### src/rtl/router_fifo_pkt.sv
// Packet-aware router output FIFO: each entry carries a header tag and data, and the read side counts down the packet's remaining bytes.
// Optional almost_full/almost_empty flags are built only when ROUTER_FIFO_ALMOST_EN is defined.
module router_fifo_pkt #(
  parameter int WIDTH     = 8,
  parameter int DEPTH     = 16,
  parameter int ADD_WIDTH = 4,
  parameter int LEN_LSB   = 2,
  parameter int LEN_W     = 6
`ifdef ROUTER_FIFO_ALMOST_EN
  ,
  parameter int AFULL_TH  = 14,
  parameter int AEMPTY_TH = 2
`endif
) (
  input  logic                 clock,
  input  logic                 reset,
  input  logic                 soft_reset,
  input  logic                 write_enb,
  input  logic                 lfd_state,
  input  logic [WIDTH-1:0]     data_in,
  input  logic                 read_enb,
  output logic [WIDTH-1:0]     data_out,
  output logic                 full,
  output logic                 empty,
  output logic [ADD_WIDTH:0]   level,
  output logic [LEN_W:0]       pkt_count,
  output logic                 wr_err,
  output logic                 rd_err
`ifdef ROUTER_FIFO_ALMOST_EN
  ,
  output logic                 almost_full,
  output logic                 almost_empty
`endif
);

  localparam logic [ADD_WIDTH:0] PTR_ONE = 1;
  localparam logic [LEN_W:0]     CNT_ONE = 1;

  logic [WIDTH:0]       mem [DEPTH];
  logic [ADD_WIDTH:0]   wr_ptr;
  logic [ADD_WIDTH:0]   rd_ptr;
  logic                 flush;
  logic                 wr_acc;
  logic                 rd_acc;

  assign flush  = reset || soft_reset;
  assign full   = (wr_ptr[ADD_WIDTH] != rd_ptr[ADD_WIDTH]) &&
                  (wr_ptr[ADD_WIDTH-1:0] == rd_ptr[ADD_WIDTH-1:0]);
  assign empty  = (wr_ptr == rd_ptr);
  assign level  = wr_ptr - rd_ptr;
  assign wr_acc = write_enb && !full;
  assign rd_acc = read_enb && !empty;

  // Storage is not reset; stale entries are unreachable once the pointers clear.
  always_ff @(posedge clock) begin
    if (wr_acc && !flush)
      mem[wr_ptr[ADD_WIDTH-1:0]] <= {lfd_state, data_in};
  end

  always_ff @(posedge clock) begin
    if (flush) begin
      wr_ptr    <= '0;
      rd_ptr    <= '0;
      data_out  <= '0;
      pkt_count <= '0;
      wr_err    <= 1'b0;
      rd_err    <= 1'b0;
    end else begin
      wr_err <= write_enb && full;
      rd_err <= read_enb && empty;
      if (wr_acc)
        wr_ptr <= wr_ptr + PTR_ONE;
      if (rd_acc) begin
        rd_ptr   <= rd_ptr + PTR_ONE;
        data_out <= mem[rd_ptr[ADD_WIDTH-1:0]][WIDTH-1:0];
        // A header reloads with payload length plus the trailing parity byte.
        if (mem[rd_ptr[ADD_WIDTH-1:0]][WIDTH])
          pkt_count <= {1'b0, mem[rd_ptr[ADD_WIDTH-1:0]][LEN_LSB +: LEN_W]} + CNT_ONE;
        else if (pkt_count != '0)
          pkt_count <= pkt_count - CNT_ONE;
      end
    end
  end

`ifdef ROUTER_FIFO_ALMOST_EN
  localparam logic [ADD_WIDTH:0] AFULL_LVL  = (ADD_WIDTH+1)'(AFULL_TH);
  localparam logic [ADD_WIDTH:0] AEMPTY_LVL = (ADD_WIDTH+1)'(AEMPTY_TH);

  assign almost_full  = (level >= AFULL_LVL);
  assign almost_empty = (level <= AEMPTY_LVL);
`endif

endmodule

### config.mk
export PLATFORM = sky130hd
export DESIGN_NAME = router_fifo_pkt
export DESIGN_NICKNAME = d
export VERILOG_FILES = /design/src/rtl/router_fifo_pkt.sv
export SDC_FILE = /design/constraint.sdc
export NUM_CORES = 1
export LEC_CHECK = 0
export ABC_AREA = 1
export CORE_UTILIZATION = 41
export CTS_CLUSTER_SIZE = 10
export DETAILED_ROUTE_END_ITERATION = 7
export PLACE_DENSITY = 0.6
export SLEW_MARGIN = 20
export SYNTH_ARGS = -nofsm -noshare
export SYNTH_HDL_FRONTEND = slang
export SYNTH_SLANG_ARGS = --single-unit
### constraint.sdc
create_clock -name clock -period 2.5 [get_ports clock]
set_input_delay 0.375 -clock clock [delete_from_list [all_inputs] [get_ports clock]]
set_output_delay 0.375 -clock clock [all_outputs]
set_load 0.05 [all_outputs]
# After elaboration in Yosys (flattened, before gate mapping)
# Memory sizes are Yosys's and may differ from the RTL's. A register that Yosys moved wholly into a read port is not among the register bits.
# Index checks and enable logic that the tools add are counted.
[word_totals]
word_cells = 34
n_memories = 1
mem_bits_rw = 144
reg_bits = 27
output_inout_bits = 24
[memory_table]
columns = ["memory", "depth", "width", "read_ports", "rd_ports_with_merged_regs", "write_ports", "line", "rtl"]
rows = [
  ["mem", 16, 9, 1, 1, 1, "39", "logic [WIDTH:0] mem [DEPTH];"],
]
[classes]
n_reduce_logical = 13
addsub = 5
n_eq_ne = 3
mux = 6
[op_table]
columns = ["op", "count"]
rows = [
  ["7-bit 2-to-1 mux", 2],
  ["5-bit by 1-bit adder with 5-bit output, second input constant", 2],
  ["4-bit 2-to-1 mux", 2],
  ["6-bit by 1-bit adder with 7-bit output, second input constant", 1],
  ["7-bit nonzero test", 1],
  ["7-bit by 1-bit subtractor with 7-bit output, second input constant", 1],
  ["1-bit logical AND", 6],
  ["5-bit equality test", 1],
  ["5-bit subtractor", 1],
  ["4-bit equality test", 1],
  ["1-bit logical NOT", 3],
  ["1-bit 2-to-1 mux", 2],
  ["2-bit AND reduction", 1],
  ["2-bit nonzero test", 1],
  ["1-bit logical OR", 1],
  ["1-bit inequality test", 1],
]

# Logic depth before layout (Yosys ltp)
[logic_depth]
depth_word = 7
ltp_mapped = 16

# Worst setup path before layout
# Ideal clock, no wire load.
[synth_path]
path_kind = "register -> register"
from = "register wr_ptr[0]"
to = "memory mem[12][0] in the netlist's numbering, enable pin"
required_time_ps = 2126
arrival_ps = 2184
setup_time_ps = 374
n_path_buf = 0
setup_slack_ps = -58
synth_period_minus_slack_ps = 2558
path_stages_with_launch = 10
cell_sequence = "dfxtp_1 > inv_1 > ha_1 > nand4_1 > nor2_1 > nor2_1 > inv_1 > nor2_1 > nand2_1 > nor2_1"
[synth_via]
elab_chain_cells = 7
[synth_rtl]
columns = ["item", "line", "rtl"]
rows = [
  ["from (decl)", "40", "logic [ADD_WIDTH:0] wr_ptr;"],
  ["from (signal assigned)", "72", "wr_ptr <= wr_ptr + PTR_ONE;"],
  ["4-bit equality test", "48", "(wr_ptr[ADD_WIDTH-1:0] == rd_ptr[ADD_WIDTH-1:0]);"],
  ["1-bit logical AND", "47", "assign full = (wr_ptr[ADD_WIDTH] != rd_ptr[ADD_WIDTH]) &&"],
  ["via full", "23", "output logic full,"],
  ["1-bit logical NOT", "51", "assign wr_acc = write_enb && !full;"],
  ["1-bit logical AND", "51", ""],
  ["1-bit logical AND", "56", "if (wr_acc && !flush)"],
  ["1-bit 2-to-1 mux", "56", ""],
  ["1-bit 2-to-1 mux (not written as such)", "57", "mem[wr_ptr[ADD_WIDTH-1:0]] <= {lfd_state, data_in};"],
  ["to (decl)", "39", ""],
]
# The timed path passes the listed nets, and every way through them passes these cells.

# Final worst setup path
[layout_path]
from = "register wr_ptr[0]"
to = "output port level[4]"
[layout_via]
elab_chain_cells = 1
[layout_rtl]
columns = ["item", "line", "rtl"]
rows = [
  ["5-bit subtractor", "50", "assign level = wr_ptr - rd_ptr;"],
  ["to (decl)", "25", "output logic [ADD_WIDTH:0] level,"],
]
# Every way passes these cells.

==> parameters.txt <==
Parameter                              Value

Min path
  Path class of the lowest-slack min-delay path ... flop to flop

Place
  HPWL reported at the end of detailed placement ... 12.7 mm
  Worst setup timing slack at the placement stage ... 0.00304 ns
  Port Buffer Count ... 37
  Global placement routability congestion ... between 0.8 and 0.9
  Placed inst area ... roughly 8400 um2
  Placed Instances ... 1006

Die
  DIE HEIGHT ... 139 um
  Area of the core region ... 18100 um2
  Chip Width ... roughly 140 um
  Area enclosed by the die boundary ... ~19000 um2
  Rows ... ~50
  Starting utilization of the core area ... 0.422
  Number of top-level pins ... 38

Synthesis
  Most frequent cell after synthesis ... sky130_fd_sc_hd__edfxtp_1
  Instance count of the mapped netlist ... approximately 720
  Async SR Flop Fraction ... 0
  Combinational family with the most area after synthesis ... simple AND/OR/NAND/NOR gates
  Fraction of synthesized area in multiplexers ... 0
  Post-synthesis share of cell area spent on xor and xnor gates ... 0.0103
  Avg Cell Area, Syn ... 10.6 um2
  Net Count, Synth ... 750
  Dominant register cell in the synthesized netlist ... sky130_fd_sc_hd__edfxtp_1
  Synth warnings ... 0
  Commonest cells in the netlist ... sky130_fd_sc_hd__edfxtp_1, sky130_fd_sc_hd__nand2_1, sky130_fd_sc_hd__nor2_1, sky130_fd_sc_hd__inv_1, sky130_fd_sc_hd__nand3_1
  Synth unique cells ... 36
  Summed instance area of the synthesized netlist ... between 7000 and 8000 um2
  FF+latch count, synth ... 175
  Synth Area in Simple Gates ... 0.169
  Count of flip-flops with a built-in enable after synthesis ... approximately 140
  Share of synthesized cell area in full adder, half adder and majority cells ... 0.0206
  Yosys top cell area share ... 0.565
  Cell accounting for the most synthesized area ... sky130_fd_sc_hd__edfxtp_1
  Sequential cell area fraction in the yosys report ... 0.646
  Fraction of the mapped netlist area in compound gates ... 0.0808
  Cell types occupying the most area after synthesis ... sky130_fd_sc_hd__edfxtp_1, sky130_fd_sc_hd__dfxtp_1, sky130_fd_sc_hd__nand2_1

Timing
  Achievable frequency ... roughly 410 MHz
  Final hold violation count ... 0
  Max-slew violation total from the final report ... 0
  Fin Hold WS ... about 0.49 ns
  Final number of setup-violating endpoints ... 0
  Ratio of final minimum period to clock period ... 0.964
  Final critical-path setup slack ... ~0.09 ns
  Unrepaired setup endpoints after global routing ... false
  Worst clock skew ... about 0.0066 ns
  Shortest period the worst path allows ... about 2.4 ns
  Relative slew slack ... 0.625
  Pin slew with the least headroom to its limit ... between 0.5 and 0.6 ns

Clocking
  Clock latency reported for the late side of the worst-skew pair ... 0.43 ns
  Sink count of the clock tree ... 175
  Quantity of hold-fixing buffers added after cts ... 0
  # H-tree levels ... 4
  Longest Clk Path Bufs ... 2
  CTS root buf ... sky130_fd_sc_hd__clkbuf_16
  Clock buffer count from CTS ... 17
  CTS tree ... done
  Clock Pin Slew Worst Setup and Hold Paths ... roughly 0.07 ns

Power
  Combinational fraction of design power ... 0.078
  Share of total power in the clock network ... 0.413
  Leakage component of the power ... approximately 3.6 nW
  Portion of total power attributed to sequential cells ... 0.510
  P_int ... between 4 and 5 mW
  Final total power ... 6.24 mW
  P per Cell Area ... between 600 and 700 nW/um2
  VDD IR-drop max ... about 0.0007 V
  Switching Share ... 0.236
  Net switching power ... about 1.5 mW

Routing
  Detail Route Antenna Nets ... 0
  Residual DRC count ... 3
  Number of detailed-routing iterations run before antenna repair ... 7
  Overall routed net length ... 18.6 mm
  Number of vias in the routed layout ... around 5400
  Average wire per standard cell ... around 18 um
  Initial DRC count ... slightly above 500
  Via density ... between 5 and 6

Layout
  Number of antenna repair diodes ... 0
  Ratio of cells with drive above 1 in the final layout ... 0.148
  Final instance area ... 9080 um2
  Number of fillers in the final layout ... roughly 1600
  Final #Nets ... between 800 and 900
  Growth of design area from synthesis to finish ... 18.7%
  Non-filler instance count after layout ... ~1000

GRT
  Global routing usage on met3 ... 0.0518
  Largest net degree at the start of global routing ... 54
  Vias in the first global route ... roughly 5300
  Most utilized layer in the global route result ... met2
  Total routing usage reported by global routing ... 0.204
  Antenna violations before repair ... 0
  Global-route wire length before repair ... 29.0 mm
  Overall overflow remaining after global route ... 0
  GR met2 Demand/Resource ... 0.337
  Fraction of met1 tracks used by global routing ... 0.255

Outcome
  Outcome ... complete, but fails checks
  Violations in the final reports ... DRC

Setup path
  Critical path destination ... level[4]
  Endpoint of the most critical register-to-register path ... mem[9][6]
  Data arrival time of the critical path ... 2.04 ns
  CP Class ... flop to output port
  CP startpoint kind ... flop
  CP Capture Type ... output port
  Setup slack of the worst register-to-register path ... around 0.23 ns
  Register-to-Register Path Depth ... 10
  CP Data Required Time ... roughly 2.1 ns
  Worst-path maximum fanout ... 3
  First element of the critical path ... wr_ptr[0]
  RR Startpoint ... rd_ptr[1]

Flow run
  Number of max-cap violations ... 0
## power by group through the flow
stage | Sequential (mW) | Clock [mW] | Combinational [mW]
after global routing | 3.18 | 2.73 | 0.529
after floorplan | 3.27 | 0 | 0.257
final | 3.18 | 2.57 | 0.484
after detailed placement | 3.24 | 0 | 0.475
after CTS | 3.18 | 2.62 | 0.484
after global placement | 3.24 | 0 | 0.472
## layout make-up
class,instances,area [um2],share of cell area
Clock inverter,12,92.6,0.0102
Clock buffer,20,489,0.0539
Sequential cell,175,4950,0.545
Multi-Input combinational cell,435,2180,0.240
Timing Repair Buffer,88,781,0.0860
Tap cell,229,287,0.0315
Inverter,81,309,0.0340
## worst min-delay path by stage
stage                   endpoint  slack [ns]    startpoint  cells past startpoint
floorplan                   flop        0.47     rd_ptr[2]                      2
global placement     data_out[5]        0.48   data_out[5]                      2
detailed placement  pkt_count[6]        0.48  pkt_count[6]                      2
CTS                 pkt_count[6]        0.49  pkt_count[6]                      2
global route        pkt_count[6]        0.52  pkt_count[6]                      2
finish              pkt_count[6]        0.49  pkt_count[6]                      2
## critical path, stage by stage, from the launching register on
cell and delay, ns:
sky130_fd_sc_hd__dfxtp_2 0.34, sky130_fd_sc_hd__inv_2 0.06, sky130_fd_sc_hd__ha_4 0.16, sky130_fd_sc_hd__fa_2 0.40, sky130_fd_sc_hd__o21ai_2 0.14, sky130_fd_sc_hd__a21oi_1 0.08
sky130_fd_sc_hd__xor2_1 0.21, sky130_fd_sc_hd__clkbuf_16 0.21
## routing by layer
layer,share of wire,up-vias
met3,0.066,42
met1,0.43,2577
met4,0.027,0
li1,-,2596
met5,0,-
met2,0.48,182
## timing repair
item	CTS	global route
setup buffers	1	1
endpoints found under the setup margin	22	145
resized for setup	7	8
pin swaps	1	2
## logic make-up after synthesis
group / after synthesis
buffers and inverters: 114
AO/OA/AOI/OAI: 105
AND/OR/NAND/NOR: 309
adder cells (fa/ha/maj): 12
flip-flops: 175
XOR/XNOR: 9
## registers in the layout, indices dropped and copies added, names as in the netlist, named ones only
register and flops:
wr_err 1, rd_err 1, pkt_count 7, mem 144, data_out 8, rd_ptr 5
wr_ptr 5
## placed cells by master, fill, tap and decap left out, drive strengths merged, types with 21 or more instances in the layout
master and instances:
nand2 146, edfxtp 144, nor2 93, inv 87, nand3 60, buf 56, o21ai 56, clkdlybuf4s50 31
dfxtp 31, a21oi 21, clkbuf 21, o211ai 21
## through the flow
stage | TNS (ns) | util
detailed placement | 0 | 0.466
finish | 0 | 0.501
global route | 0 | 0.501
CTS | 0 | 0.499
floorplan | -8.35 | -
global placement | 0 | 0.466
Power figures use the tool's default switching activity.
